===== src/rtl/uart_pkg.sv =====
// Shared UART constants: receiver state encodings, divider limits and helpers.
package uart_pkg;

    localparam int unsigned DIV_W     = 16;
    localparam int unsigned DATA_W    = 8;
    localparam int unsigned BIT_IDX_W = 3;

    localparam logic [1:0] ST_IDLE  = 2'd0;
    localparam logic [1:0] ST_START = 2'd1;
    localparam logic [1:0] ST_DATA  = 2'd2;
    localparam logic [1:0] ST_STOP  = 2'd3;

    localparam logic [DIV_W-1:0] UART_DIV_115200 = 16'd868;
    localparam logic [DIV_W-1:0] UART_DIV_MIN    = 16'd4;

    // Dividers below the minimum cannot centre the sample point; clamp them.
    function automatic logic [DIV_W-1:0] clamp_div(input logic [DIV_W-1:0] d);
        return (d < UART_DIV_MIN) ? UART_DIV_MIN : d;
    endfunction

    // Half-bit delay from the start edge to the start-bit centre.
    function automatic logic [DIV_W-1:0] half_div(input logic [DIV_W-1:0] d);
        return d >> 1;
    endfunction

endpackage


===== src/rtl/sync_fifo.sv =====
// Show-ahead synchronous FIFO with a registered head word and occupancy count.
module sync_fifo #(
    parameter int unsigned WIDTH = 8,
    parameter int unsigned DEPTH = 16
) (
    input  logic                     clk,
    input  logic                     rst,
    input  logic                     push,
    input  logic [WIDTH-1:0]         push_data,
    input  logic                     pop,
    output logic [WIDTH-1:0]         rd_data,
    output logic                     full,
    output logic                     empty,
    output logic [$clog2(DEPTH):0]   count
);

    localparam int unsigned AW = $clog2(DEPTH);
    localparam int unsigned CW = AW + 1;

    logic [WIDTH-1:0] mem_q [DEPTH];
    logic [AW-1:0]    wr_ptr_q, wr_ptr_d;
    logic [AW-1:0]    rd_ptr_q, rd_ptr_d;
    logic [CW-1:0]    count_q, count_d;
    logic [WIDTH-1:0] rd_data_q, rd_data_d;
    logic             wr_en;
    logic             rd_en;

    assign full    = (count_q == CW'(DEPTH));
    assign empty   = (count_q == '0);
    assign count   = count_q;
    assign rd_data = rd_data_q;

    // Accept/commit decisions, pointer and count update, next head word.
    always_comb begin
        rd_en     = pop && !empty;
        wr_en     = push && (!full || rd_en);
        wr_ptr_d  = wr_ptr_q;
        rd_ptr_d  = rd_ptr_q;
        count_d   = count_q;
        rd_data_d = rd_data_q;

        if (wr_en) begin
            wr_ptr_d = wr_ptr_q + AW'(1);
        end
        if (rd_en) begin
            rd_ptr_d = rd_ptr_q + AW'(1);
        end

        case ({wr_en, rd_en})
            2'b10:   count_d = count_q + CW'(1);
            2'b01:   count_d = count_q - CW'(1);
            default: count_d = count_q;
        endcase

        // Head becomes the incoming byte when it lands in an empty (or emptying) FIFO.
        if (wr_en && (empty || (rd_en && count_q == CW'(1)))) begin
            rd_data_d = push_data;
        end else if (rd_en && count_q != CW'(1)) begin
            rd_data_d = mem_q[rd_ptr_q + AW'(1)];
        end
    end

    // Storage array; contents are don't-care until written, so no reset.
    always_ff @(posedge clk) begin
        if (wr_en) begin
            mem_q[wr_ptr_q] <= push_data;
        end
    end

    // Pointer, count and head registers.
    always_ff @(posedge clk or posedge rst) begin
        if (rst) begin
            wr_ptr_q  <= '0;
            rd_ptr_q  <= '0;
            count_q   <= '0;
            rd_data_q <= '0;
        end else begin
            wr_ptr_q  <= wr_ptr_d;
            rd_ptr_q  <= rd_ptr_d;
            count_q   <= count_d;
            rd_data_q <= rd_data_d;
        end
    end

endmodule


===== src/rtl/uart_rx_buffer.sv =====
// 8N1 UART receiver with a show-ahead byte FIFO and sticky framing/overrun flags.
module uart_rx_buffer
    import uart_pkg::*;
#(
    parameter int unsigned FIFO_DEPTH = 16,
    parameter int unsigned CNT_W      = $clog2(FIFO_DEPTH) + 1
) (
    input  logic               clk,
    input  logic               rst,
    input  logic               ser_rx,
    input  logic [DIV_W-1:0]   cfg_divider,
    input  logic               rd_re,
    output logic [DATA_W-1:0]  rd_data,
    output logic               rd_valid,
    output logic [CNT_W-1:0]   fifo_count,
    output logic               frame_err,
    output logic               overrun,
    input  logic               err_clr
);

    logic [1:0]            sync_q, sync_d;
    logic                  rx_s;
    logic [1:0]            state_q, state_d;
    logic [DIV_W-1:0]      timer_q, timer_d;
    logic [DIV_W-1:0]      div_q, div_d;
    logic [BIT_IDX_W-1:0]  bit_idx_q, bit_idx_d;
    logic [DATA_W-1:0]     shift_q, shift_d;
    logic                  frame_err_q, frame_err_d;
    logic                  overrun_q, overrun_d;
    logic                  tick_c;
    logic                  push_c;
    logic                  frame_set_c;
    logic                  overrun_set_c;
    logic                  fifo_full;
    logic                  fifo_empty;
    logic [$clog2(FIFO_DEPTH):0] fifo_cnt;

    assign rx_s       = sync_q[1];
    assign rd_valid   = !fifo_empty;
    assign fifo_count = CNT_W'(fifo_cnt);
    assign frame_err  = frame_err_q;
    assign overrun    = overrun_q;

    // Two-flop synchroniser for the asynchronous serial line.
    always_comb begin
        sync_d = {sync_q[0], ser_rx};
    end

    // Receiver FSM: half-bit to the start centre, then one full bit per sample.
    always_comb begin
        state_d     = state_q;
        timer_d     = timer_q;
        div_d       = div_q;
        bit_idx_d   = bit_idx_q;
        shift_d     = shift_q;
        push_c      = 1'b0;
        frame_set_c = 1'b0;
        tick_c      = (timer_q == DIV_W'(1));

        case (state_q)
            ST_IDLE: begin
                if (!rx_s) begin
                    div_d   = clamp_div(cfg_divider);
                    timer_d = half_div(clamp_div(cfg_divider));
                    state_d = ST_START;
                end
            end
            ST_START: begin
                if (tick_c) begin
                    if (rx_s) begin
                        state_d = ST_IDLE;
                    end else begin
                        timer_d   = div_q;
                        bit_idx_d = '0;
                        state_d   = ST_DATA;
                    end
                end else begin
                    timer_d = timer_q - DIV_W'(1);
                end
            end
            ST_DATA: begin
                if (tick_c) begin
                    shift_d = {rx_s, shift_q[DATA_W-1:1]};
                    timer_d = div_q;
                    if (bit_idx_q == BIT_IDX_W'(DATA_W - 1)) begin
                        state_d = ST_STOP;
                    end else begin
                        bit_idx_d = bit_idx_q + BIT_IDX_W'(1);
                    end
                end else begin
                    timer_d = timer_q - DIV_W'(1);
                end
            end
            ST_STOP: begin
                if (tick_c) begin
                    if (rx_s) begin
                        push_c = 1'b1;
                    end else begin
                        frame_set_c = 1'b1;
                    end
                    state_d = ST_IDLE;
                end else begin
                    timer_d = timer_q - DIV_W'(1);
                end
            end
            default: begin
                state_d = ST_IDLE;
            end
        endcase
    end

    // Sticky error flags; a new error in the clear cycle keeps the flag set.
    always_comb begin
        overrun_set_c = push_c && fifo_full && !rd_re;
        frame_err_d   = (frame_err_q && !err_clr) || frame_set_c;
        overrun_d     = (overrun_q && !err_clr) || overrun_set_c;
    end

    // State, timer, datapath and flag registers.
    always_ff @(posedge clk or posedge rst) begin
        if (rst) begin
            sync_q      <= 2'b11;
            state_q     <= ST_IDLE;
            timer_q     <= '0;
            div_q       <= '0;
            bit_idx_q   <= '0;
            shift_q     <= '0;
            frame_err_q <= 1'b0;
            overrun_q   <= 1'b0;
        end else begin
            sync_q      <= sync_d;
            state_q     <= state_d;
            timer_q     <= timer_d;
            div_q       <= div_d;
            bit_idx_q   <= bit_idx_d;
            shift_q     <= shift_d;
            frame_err_q <= frame_err_d;
            overrun_q   <= overrun_d;
        end
    end

    sync_fifo #(
        .WIDTH (DATA_W),
        .DEPTH (FIFO_DEPTH)
    ) u_fifo (
        .clk       (clk),
        .rst       (rst),
        .push      (push_c),
        .push_data (shift_q),
        .pop       (rd_re),
        .rd_data   (rd_data),
        .full      (fifo_full),
        .empty     (fifo_empty),
        .count     (fifo_cnt)
    );

endmodule

===== config.mk =====
export PLATFORM = sky130hd
export DESIGN_NAME = uart_rx_buffer
export DESIGN_NICKNAME = d
export VERILOG_FILES = /design/src/rtl/uart_pkg.sv /design/src/rtl/sync_fifo.sv /design/src/rtl/uart_rx_buffer.sv
export SDC_FILE = /design/constraint.sdc
export NUM_CORES = 1
export LEC_CHECK = 0
export CAP_MARGIN = 25
export CORE_MARGIN = 2
export CORE_UTILIZATION = 40
export DETAILED_ROUTE_END_ITERATION = 8
export GPL_ROUTABILITY_DRIVEN = 0
export PLACE_DENSITY = 0.57
export SLEW_MARGIN = 20
export SYNTH_ARGS = -nofsm -noshare
export SYNTH_HDL_FRONTEND = slang
export SYNTH_SLANG_ARGS = --single-unit
export TNS_END_PERCENT = 20

===== constraint.sdc =====
create_clock -name clk -period 2.5 [get_ports clk]
set_input_delay 0.25 -clock clk [delete_from_list [all_inputs] [get_ports clk]]
set_output_delay 0.25 -clock clk [all_outputs]
set_load 0.03 [all_outputs]

==> After elaboration in Yosys (flattened, before gate mapping) <==
Memory sizes are Yosys's and may differ from the RTL's.
Index checks and enable logic that the tools add are counted.
{ "totals": {"word_cells": 97, "input_bits": 21, "reg_bits": 70, "n_memories": 1, "ramBits": 128} }
{ "memory_table": {"columns": ["name", "depth", "width", "rd", "rd_ports_with_merged_regs", "wr", "line_no", "source"], "rows": [
  ["u_fifo.mem_q", 16, 8, 1, 0, 1, "sync_fifo.sv:20", "logic [WIDTH-1:0] mem_q [DEPTH];"]
]} }
{ "classes": {"add_sub_neg": 6, "eq_ne": 19, "bitwise": 1, "reduce_logical": 27, "muxes": 30, "order_cmp": 1} }
{ "ops": {"columns": ["op", "count"], "rows": [
  ["$mux 16", 6],
  ["$pmux 16 s4", 1],
  ["$eq 16x1->1 const B", 1],
  ["$lt 16x3->1 const B", 1],
  ["$mux 8", 2],
  ["$ne 2x2->1 const B", 8],
  ["$sub 16x1->16 const B", 1],
  ["$mux 2", 6],
  ["$mux 3", 4],
  ["$pmux 5 s2", 1],
  ["$reduce_and 5->1", 2],
  ["$logic_and 1x1->1", 9],
  ["$add 4x1->4 const B", 2],
  ["$mux 1", 8],
  ["$pmux 2 s4", 1],
  ["$eq 2x2->1 const B", 3],
  ["$pmux 3 s2", 1],
  ["$reduce_bool 2->1", 3],
  ["$add 5x1->5 const B", 1],
  ["$eq 5x1->1 const B", 1],
  ["$eq 5x5->1 const B", 1],
  ["$logic_not 5->1", 1],
  ["$ne 5x1->1 const B", 1],
  ["$sub 5x1->5 const B", 1],
  ["other kinds (10)", 18]
]} }

==> Logic depth before layout (Yosys ltp) <==
Gate-level depths: netlist of run 1.
{ "logic_depth": {"depth_word": 7, "ltp_mapped": 10} }

==> Hierarchy <==
Synthesis of run 1 repeated with hierarchy kept, for this count alone.
{ "hier_totals": {"hier_cells": 630, "area_unflattened_um2": 8937.3} }
{ "by_module_without_submodules": {"columns": ["mod", "area_per_inst_um2", "cells_each", "seq_area_each_um2", "instances"], "rows": [
  ["sync_fifo", 6182.2, 342, 4369.2, 1],
  ["uart_rx_buffer", 2755.1, 288, 1228.7, 1]
]} }

==> Least setup slack after synthesis of run 1 <==
Ideal clock, no wire load.
{ "synth_path": {"path_type": "register to register", "start": "register timer_q[4]", "end": "memory u_fifo.mem_q[11][0] (enable)", "n_path_buf": 1, "arrival_time_ps": 2252, "synth_period_minus_slack_ps": 2584, "stages_incl_launch_ff": 7, "setup_slack_ps": -84, "setup_ps": 332, "path_cell_list": "dfrtp_1 > nor4_1 > nand4_1 > or3_1 > clkbuf_1 > nor3b_1 > and2_1"} }
{ "synth_between": {"elab_chain_cells": 6} }
{ "synth_rtl": {"columns": ["element", "line_no", "source"], "rows": [
  ["from (decl)", "uart_rx_buffer.sv:24", "logic [DIV_W-1:0] timer_q, timer_d;"],
  ["from (signal assigned)", "uart_rx_buffer.sv:133", "timer_q <= timer_d;"],
  ["$eq 16x1->1", "uart_rx_buffer.sv:58", "tick_c = (timer_q == DIV_W'(1));"],
  ["$mux 1", "uart_rx_buffer.sv:95", "if (tick_c) begin"],
  ["$mux 1", "uart_rx_buffer.sv:60", "case (state_q)"],
  ["$logic_and 1x1->1", "sync_fifo.sv:36", "wr_en = push && (!full || rd_en);"],
  ["$mux 1", "sync_fifo.sv:65", "if (wr_en) begin"],
  ["$mux 1 (not written as such)", "sync_fifo.sv:66", "mem_q[wr_ptr_q] <= push_data;"],
  ["to (decl)", "sync_fifo.sv:20", null]
]} }
Every way passes these cells.

==> Worst setup path after layout of run 1 <==
{ "layout_path": {"start": "register timer_q[7]", "end": "register timer_q[4]"} }
{ "layout_between": {"elab_chain_cells": 3, "word_cells_on_any_way": 7} }
{ "layout_rtl": {"columns": ["element", "line_no", "source"], "rows": [
  ["$eq 16x1->1 (*)", "uart_rx_buffer.sv:58", null],
  ["$mux 16, or another cell as far along", "uart_rx_buffer.sv:82", "if (tick_c) begin"],
  ["$pmux 16 s4 or $reduce_and 3->1 (tied branches)", null, null]
]} }
Every way passes the cells marked *; elsewhere a longest branch is shown, timed or not.
A chain may end at the register's enable or synchronous reset.

==> results of run 1 <==
## worst max-delay path, stage by stage (launching register included)
cell	delay, ns
dfrtp_1	0.40
buf_4	0.15
or4_4	0.59
nor3_4	0.27
nand2_4	0.08
buf_4	0.22
mux2_2	0.30
a221oi_2	0.23
o31ai_1	0.11
## final timing paths
kind	end	slack (ns)	depth (start not counted)
max reg2reg	timer_q[4]	0.02	8
max	timer_q[4]	0.02	8
min in group clk	sync_q[0]	0.23	1
min	u_fifo.count[1]	0.17	2
min reg2reg	sync_q[1]	0.36	0
max in group asynchronous	sync_q[0]	1.68	3
## report_power, final
part | switching [W] | total [W] | internal, W | leakage, nW
Combinational | 0.00240 | 0.00441 | 0.00201 | 1.73
Clock | 0.00123 | 0.00263 | 0.00140 | 0.265
Sequential | 0.000320 | 0.00419 | 0.00387 | 2.15
## area by class of cell
cell class                 count  area, um2  share of cell area (%)
clock buffer                  21        440                    4.04
tap                          280        350                    3.21
timing repair buffer         105       1060                    9.69
inverter                      23       86.3                   0.791
clock inverter                11        118                    1.08
multi-input combinational    375       3260                    29.9
sequential                   198       5600                    51.3
## stage by stage
stage	setup slack [ns]	area (um2)	util [%]
after floorplan	-0.000260	8980	-
after global placement	-0.108	10300	46.8
after detailed placement	-0.195	10300	46.8
after CTS	0.00489	10800	49.5
after global routing	-0.0737	10900	49.8
final	0.0243	10900	49.8
## kinds of logic (layout without fill, tap and decap cells)
| group | after synthesis | count (layout) |
|---|---|---|
| buffers and inverters | 60 | 160 |
| AO/OA/AOI/OAI | 114 | 114 |
| adder cells (fa/ha/maj) | 19 | 19 |
| multiplexers | 63 | 63 |
| XOR/XNOR | 20 | 20 |
| flip-flops | 198 | 198 |
| AND/OR/NAND/NOR | 159 | 159 |
## timing repair
item                       CTS  global route
hold buffers                 0             0
hold endpoints to repair     0             0
setup endpoints to repair  130           127
setup buffers                0             0
pin swaps                    0             6
gates resized for setup      3            18
## synthesized netlist by cell type, drive strengths merged, types with 4 or more instances
master / number
a21oi: 18
xor2: 10
nand4: 5
nand3: 16
nand2: 41
o21ai: 24
a221o: 9
xnor2: 10
and2: 18
nor4: 12
nor2: 21
dfrtp: 68
nor3b: 4
edfxtp: 128
clkbuf: 30
mux4: 32
a31oi: 7
mux2i: 10
nor2b: 15
ha: 19
a211oi: 18
buf: 7
or3: 4
nor3: 9
mux2: 21
o211ai: 4
a221oi: 6
o221ai: 4
o31ai: 5
inv: 22
## per-layer routing
layer	track usage [%]	vias to the layer above	routed length, um
met1	25.1	2896	9330
met4	4.50	0	267
met2	30.5	148	10400
met3	3.58	22	881
li1	-	2607	-
met5	0	-	0
## flip-flops by register name, indices dropped and copies added, names as in the netlist, 2 cells and up, named ones only
name,count
u_fifo.rd_ptr_q,4
shift_q,8
div_q,16
sync_q,2
bit_idx_q,3
u_fifo.rd_data,8
timer_q,16
u_fifo.wr_ptr_q,4
u_fifo.count,5
u_fifo.mem_q,128
==> summary.md, run 1 <==
| Metric | Value |
|---|---|
| Area Growth Syn to Fin | 21.6% |
| First-pass GRT wire length | 33400 um |
| Final net count | 760 |
| Clock Tree Buf Depth | 2 |
| Unrepaired setup endpoints after global routing | true |
| CP startpoint | timer_q[7] |
| Actual slew at the worst max-slew pin | 0.863 ns |
| Top post-synthesis cells by area | edfxtp_1, dfrtp_1, mux4_2 |
| Dpl cells | 981 |
| Root buf cell | clkbuf_16 |
| DP Wirelength | 14400 um |
| Largest family of logic cells by synthesized area | multiplexers |
| Outcome | finished clean |
| TritonCTS clock tree | yes |
| Initial antenna violation count | 0 |
| CP startpoint kind | flip-flop |
| Worst path arrival time | 2.79 ns |
| Setup TNS | 0 ns |
| WHS | 0.171 ns |
| Final hold violation count | 0 |
| Mean post-synth cell area | 14.2 um2 |
| Top-area cell type share of the netlist area | 42.8% |
| Setup violators final | 0 |
| Sequential share of the synthesized area | 62.4% |
| Largest net degree at the start of global routing | 36 |
| Synth Instances | 633 |
| GRT overflow | 0 |
| I/O pin total | 37 |
| I/O Buffers | 36 |
| Clk pin slew, worst setup/hold paths | 0.08 ns |
| Power per cell area | 1030 mW/mm2 |
| Simple-gate share of the synthesized area | 9.73% |
| Gr usage total | 18.4% |
| Post-Route WL | 20900 um |
| Max cap viols | 0 |
| Synthesized Nets | 673 |
| DR vias | 5673 |
| CP Data Required Time | 2.82 ns |
| Crit path max fanout | 17 |
| FFs w/ async S/R, synth | 35.4% |
| Mux contribution to synthesized area | 11.8% |
| Fmax achieved | 0.404 GHz |
| DIE AREA | 0.0236 mm2 |
| Syn Std Cell Area | 0.00897 mm2 |
| #FFs+latches synth | 198 |
| Most frequent cells in the layout | edfxtp_1, dfrtp_1, buf_4 |
| Adder-cell share of the synthesized area | 2.65% |
| Fillers | 1871 |
| Post-route insts no fill | 1013 |
| # rows | 54 |
| WS Path Type | reg -> reg |
| Slew HR | 42.5% |
| Synth unique cells | 62 |
| Synth Area in Compound Gates | 8.91% |
| DR vias/cell | 5.60 |
| Clk sink count | 198 |
| EDFF count, synth | 128 |
| Final count of pins violating max slew | 0 |
| Maximum VDD drop | 0.525 mV |
| Final Cycle Share | 99.0% |
| Avg WL per Cell | 20.7 um |
| Most area-hungry cell type in the Yosys netlist | edfxtp_1 |
| Tmin final | 2.48 ns |
| Commonest non-fill, non-tap cell in the layout | edfxtp_1 |
| Remaining DRCs | 0 |
| CTS Buf Count | 17 |
| Die Ht | 154 um |
| Layout cells sized above 1 | 25.0% |
| Reg-to-reg startpoint | timer_q[7] |
| Prevailing post-synth register cell | edfxtp_1 |
| DR pass1 iterations | 5 |
| Vias in the first global route | 5895 |
| CTS H-Tree Depth | 4 |
| Clk_lat worst skew | 0.43 ns |
| XOR/XNOR Fraction of Synth Area | 1.95% |
| DRT iter0 DRCs | 415 |
| Placeable Area | 0.0219 mm2 |
| Overall Power | 0.0112 W |
| ANT nets after route | 0 |
| Chip Width | 154 um |
| Synth Warn # | 0 |
| CP endpoint kind | flip-flop |
| Hold Crit Class | in -> async |
| Leak | 4.14 nW |
| Final antenna diode count | 0 |
| Final Skew | 0.0152 ns |
| Starting Density | 41.0% |
(Power assumes the default switching activity.)
==> run 2: changes to the inputs <==
Settings changed: CORE_MARGIN 2 to unset, CORE_UTILIZATION 40 to 35, GPL_TIMING_DRIVEN set to 0, PLACE_DENSITY 0.57 to 0.51.
==> run 2 against run 1 <==
First-iteration DRC count is 25% higher. Clock skew is 0.0018 ns higher. Sequential power is 2% higher. Clock power hardly changed. Register-to-register slack better by 0.04 ns. Hold slack better by 0.055 ns. Global-route usage is 1.1 points lower. Power is 0.56% higher.
==> summary.md, run 2 (synthesis results as in run 1) <==
| Metric | Value |
|---|---|
| Outcome | finished clean |
| Reg-to-reg setup timing slack | 0.06 ns |
| Largest net degree at the start of global routing | 42 |
| Register area | 0.00560 mm2 |
| Final Skew | 0.0170 ns |
| Reg-to-reg startpoint | timer_q[2] |
| Slew HR | 48.6% |
| Tmin final | 2.44 ns |
| Remaining DRCs | 0 |
| WHS | 0.226 ns |
| Critical Path Max Stage Delay | 0.51 ns |
| Leak | 3.90 nW |
| Final Cycle Share | 97.5% |
| First-pass GRT wire length | 33800 um |
| Final hold violation count | 0 |
| Clk_lat worst skew | 0.43 ns |
| Commonest non-fill, non-tap cell in the layout | edfxtp_1 |
| ANT nets after route | 0 |
| Root buf cell | clkbuf_16 |
| Final antenna diode count | 0 |
| Post-Place Setup Slack | -0.898 ns |
| CP Data Required Time | 2.81 ns |
| Max FFs per register | 128 |
| I/O pin total | 37 |
| CTS H-Tree Depth | 4 |
| # rows | 58 |
| Placeable Area | 0.0252 mm2 |
| Post-CTS Hold Fix Bufs | 0 |
| Unrepaired setup endpoints after global routing | true |
| Clk sink count | 198 |
| Dpl cells | 1001 |
| Max cap viols | 0 |
| Starting Density | 35.6% |
| Biggest regs | u_fifo.mem_q (128), div_q (16), timer_q (16) |
| Crit Reg-Reg Endpoint | timer_q[15] |
| Maximum VDD drop | 0.462 mV |
| Die Ht | 162 um |
| Overall Power | 0.0113 W |
| Fillers | 2276 |
| CTS Buf Count | 17 |
| Hold Crit Class | in -> async |
| R2R depth | 7 |
| CP endpoint kind | flip-flop |
| I/O Buffers | 36 |
| DIE AREA | 0.0263 mm2 |
| Most flops, register | u_fifo.mem_q |
| Post-route insts no fill | 1036 |
| Initial antenna violation count | 0 |
| Chip Width | 162 um |
| Setup violators final | 0 |
| GRT overflow | 0 |
| CP Cell Sequence | clkbuf_1, or4_1, clkbuf_1, or3_1, nor4_2, a221oi_1, o22a_1 |
| Clock Tree Buf Depth | 2 |
| Combined area of the multi-input logic cells | 0.00332 mm2 |
| Fmax achieved | 0.410 GHz |
| Actual slew at the worst max-slew pin | 0.771 ns |
| DR vias | 5635 |
| Worst path arrival time | 2.75 ns |
| WS Path Type | reg -> reg |
| Vias in the first global route | 5887 |
| DRT iter0 DRCs | 518 |
| CP startpoint kind | flip-flop |
| Crit-path slowest cell | or4_1 |
| Most frequent cells in the layout | edfxtp_1, dfrtp_1, nand2_1 |
| Clk pin slew, worst setup/hold paths | 0.08 ns |
| Power per cell area | 1060 mW/mm2 |
| Final net count | 733 |
| Final worst slack | 0.0634 ns |
| Gr usage total | 17.3% |
| Post-Route WL | 21500 um |
| DR pass1 iterations | 6 |
| Buf+Inv Stages, Crit Path | 2 |
| Layout cells sized above 1 | 22.7% |
| Avg WL per Cell | 20.7 um |
| DP Wirelength | 14400 um |
| Crit-path leading delay family | simple AND/OR/NAND/NOR gates |
| TritonCTS clock tree | yes |
| Most frequent CP cell | clkbuf_1 |
| Final count of pins violating max slew | 0 |
| Crit path max fanout | 8 |
| Area Growth Syn to Fin | 18.2% |
| DR vias/cell | 5.44 |
| Setup TNS | 0 ns |
[run 2: worst max path at each step]
stage / from / end / cells past startpoint
6_report: timer_q[2] / timer_q[15] / 7
3_5_place_dp: u_fifo.rd_ptr_q[1] / u_fifo.rd_data[1] / 8
2_1_floorplan: u_fifo.rd_ptr_q[1] / u_fifo.rd_data[7] / 8
5_1_grt: timer_q[0] / timer_q[1] / 8
4_1_cts: u_fifo.rd_ptr_q[0] / u_fifo.rd_data[1] / 7
3_3_place_gp: rst / u_fifo.count[0] / 2
[run 2: stage by stage]
step | util [%] | area [um2]
finish | 42.1 | 10600
global route | 42.1 | 10600
detailed placement | 38.9 | 9790
floorplan | - | 8980
CTS | 41.8 | 10500
global placement | 38.7 | 9760
[run 2: layout make-up]
type	instances	share of cell area, %
Timing Repair Buffer	48	4.36
Multi-Input combinational cell	375	31.3
Inverter	23	0.837
Buffer	30	1.47
Tap cell	330	3.89
Sequential cell	198	52.8
Clock inverter	14	1.31
Clock buffer	18	4.05
[run 2: what timing repair did]
action | in CTS | in global routing
endpoints found under the setup margin | 166 | 167
buffers inserted | 8 | 2
pin swaps | 3 | 5
gates resized for setup | 59 | 23
[run 2: routing by layer]
layer | vias to the layer above | global-route usage, % | wire [um]
met1 | 2909 | 22.5 | 9300
met5 | - | 0 | 0
li1 | 2553 | - | -
met4 | 0 | 5.40 | 280
met2 | 153 | 29.4 | 11100
met3 | 20 | 2.81 | 764
[run 2: where the power goes]
group          leakage, nW  switching [W]  internal, W
Sequential            2.15       0.000419      0.00387
Combinational         1.49        0.00252      0.00183
Clock                0.267        0.00133      0.00132
Total                 3.90        0.00427      0.00703
==> run 3: changes to the inputs <==
Settings changed: DONT_BUFFER_PORTS set to 1, PLACE_DENSITY 0.51 to 0.49.
==> run 3 against run 2 <==
Power grew 0.28%. Via count decreased by 1.7%. Clock power rose by 6%. Sequential power increased by 6.3%. Sequential share of layout area about the same. Combinational power fell by 9.0%. First-iteration DRC count fell by 5.0%. Hold slack got worse by 0.20 ns. Clock-buffer cell count down 1. Register-to-register slack lost 0.06 ns. Setup slack got worse by 0.058 ns. Highest routed layer unchanged.
==> summary.md, run 3 (synthesis results as in run 1) <==
| Metric | Value |
|---|---|
| DIE AREA | 0.0263 mm2 |
| Final Skew | 0.0172 ns |
| Post-Route WL | 21200 um |
| CTS H-Tree Depth | 4 |
| Tmin final | 2.49 ns |
| Chip Width | 162 um |
| Gr usage total | 16.9% |
| Final Cycle Share | 99.8% |
| Crit Reg-Reg Endpoint | u_fifo.mem_q[3][5] |
| DRT iter0 DRCs | 492 |
| Final antenna diode count | 0 |
| Clock Tree Buf Depth | 2 |
| Clk sink count | 198 |
| Hold path depth | 2 |
| R2R depth | 6 |
| Die Ht | 162 um |
| Slew HR | 49.0% |
| Vias in the first global route | 5691 |
| Unrepaired setup endpoints after global routing | true |
| Power per cell area | 1070 mW/mm2 |
| Root buf cell | clkbuf_16 |
| Reg-to-reg setup timing slack | 0.005 ns |
| Biggest regs | u_fifo.mem_q (128), div_q (16), timer_q (16) |
| Maximum VDD drop | 0.411 mV |
| DR pass1 iterations | 5 |
| I/O pin total | 37 |
| Combined area of the multi-input logic cells | 0.00340 mm2 |
| Starting Density | 35.6% |
| Setup violators final | 0 |
| WHS | 0.0295 ns |
| Remaining DRCs | 0 |
| Outcome | finished clean |
| Avg WL per Cell | 20.7 um |
| Crit path max fanout | 8 |
| CP Data Required Time | 2.63 ns |
| Most frequent cells in the layout | edfxtp_1, dfrtp_1, nand2_1 |
| Register area | 0.00561 mm2 |
| CP startpoint kind | flip-flop |
| Fillers | 2244 |
| Reg-to-reg startpoint | timer_q[0] |
| Worst hold start | cfg_divider[14] |
| Clk pin slew, worst setup/hold paths | 0.08 ns |
| CTS Buf Count | 17 |
| GRT overflow | 0 |
| Fmax achieved | 0.401 GHz |
| Layout cells sized above 1 | 27.0% |
| Leak | 3.91 nW |
| Initial antenna violation count | 0 |
| Most flops, register | u_fifo.mem_q |
| DP Wirelength | 14100 um |
| DR vias/cell | 5.42 |
| Clk_lat worst skew | 0.45 ns |
| Commonest non-fill, non-tap cell in the layout | edfxtp_1 |
| Worst Hold End | timer_q[13] |
| Actual slew at the worst max-slew pin | 0.758 ns |
| TritonCTS clock tree | yes |
| I/O Buffers | 0 |
| Post-route insts no fill | 1022 |
| Worst path arrival time | 2.62 ns |
| Dpl cells | 964 |
| Placeable Area | 0.0252 mm2 |
| First-pass GRT wire length | 33100 um |
| Area Growth Syn to Fin | 18.3% |
| DR vias | 5542 |
| Hold Crit Class | in -> reg |
| Final count of pins violating max slew | 0 |
| Setup TNS | 0 ns |
| Max FFs per register | 128 |
| CP endpoint kind | flip-flop |
| WS Path Type | reg -> reg |
| Final net count | 719 |
| Max cap viols | 0 |
| Final hold violation count | 0 |
| Largest net degree at the start of global routing | 39 |
| # rows | 58 |
| ANT nets after route | 0 |
[run 3: metrics by stage]
step | instance area [um2] | util (%) | setup WS, ns | total power, W
global placement | 9400 | 37.3 | -0.946 | 0.00806
floorplan | 8980 | - | -0.000260 | 0.00710
global route | 10600 | 42.2 | -0.0640 | 0.0119
CTS | 10400 | 41.5 | -0.0143 | 0.0112
detailed placement | 9420 | 37.4 | -0.947 | 0.00812
finish | 10600 | 42.2 | 0.00510 | 0.0113
[run 3: worst max-delay path by stage]
stage	start	to	slack, ns	depth (start not counted)
2_1_floorplan	u_fifo.rd_ptr_q[1]	u_fifo.rd_data[7]	-0.0003	8
4_1_cts	timer_q[5]	timer_q[14]	-0.01	7
3_3_place_gp	u_fifo.rd_ptr_q[1]	u_fifo.rd_data[1]	-0.95	8
3_5_place_dp	u_fifo.rd_ptr_q[1]	u_fifo.rd_data[5]	-0.95	8
5_1_grt	timer_q[7]	u_fifo.mem_q[3][3]	-0.06	5
6_report	timer_q[0]	u_fifo.mem_q[3][5]	0.005	6
[run 3: report_power, final]
part	leakage, nW	switching [W]	internal, W
Combinational	1.46	0.00219	0.00177
Sequential	2.15	0.000686	0.00387
Clock	0.302	0.00143	0.00138
[run 3: per-layer routing]
layer  vias to the layer above  routed length (um)  global-route usage (%)  part of all wire (%)
met3                        23                 719                    3.12                   3.4
met4                         0                 307                    5.57                   1.5
met5                         -                   0                       0                     0
li1                       2538                   -                       -                     -
met2                       118               10700                    28.4                    50
met1                      2863                9470                    22.0                    45
[run 3: cell type report]
cell class | instances | area share [%]
multi-input combinational | 375 | 32.0
clock inverter | 15 | 1.85
timing repair buffer | 36 | 3.06
buffer | 28 | 1.51
clock buffer | 17 | 4.01
inverter | 23 | 0.860
tap | 330 | 3.89
sequential | 198 | 52.8
[run 3: what timing repair did]
| action | in CTS | in global routing |
|---|---|---|
| endpoints found under the setup margin | 170 | 161 |
| cloned | 0 | 0 |
| pin swaps | 9 | 13 |
| endpoints found under the hold margin | 54 | 0 |
| hold buffers | 17 | 0 |
| setup buffers | 9 | 9 |
| resized for setup | 73 | 40 |
[run 3: critical path: stages, from the launching register on]
cell and delay [ns]:
dfrtp_1 0.47, ha_4 0.18, nor4b_4 0.20, nand4_1 0.22, or3_4 0.55, nor3_2 0.22
and2_2 0.34
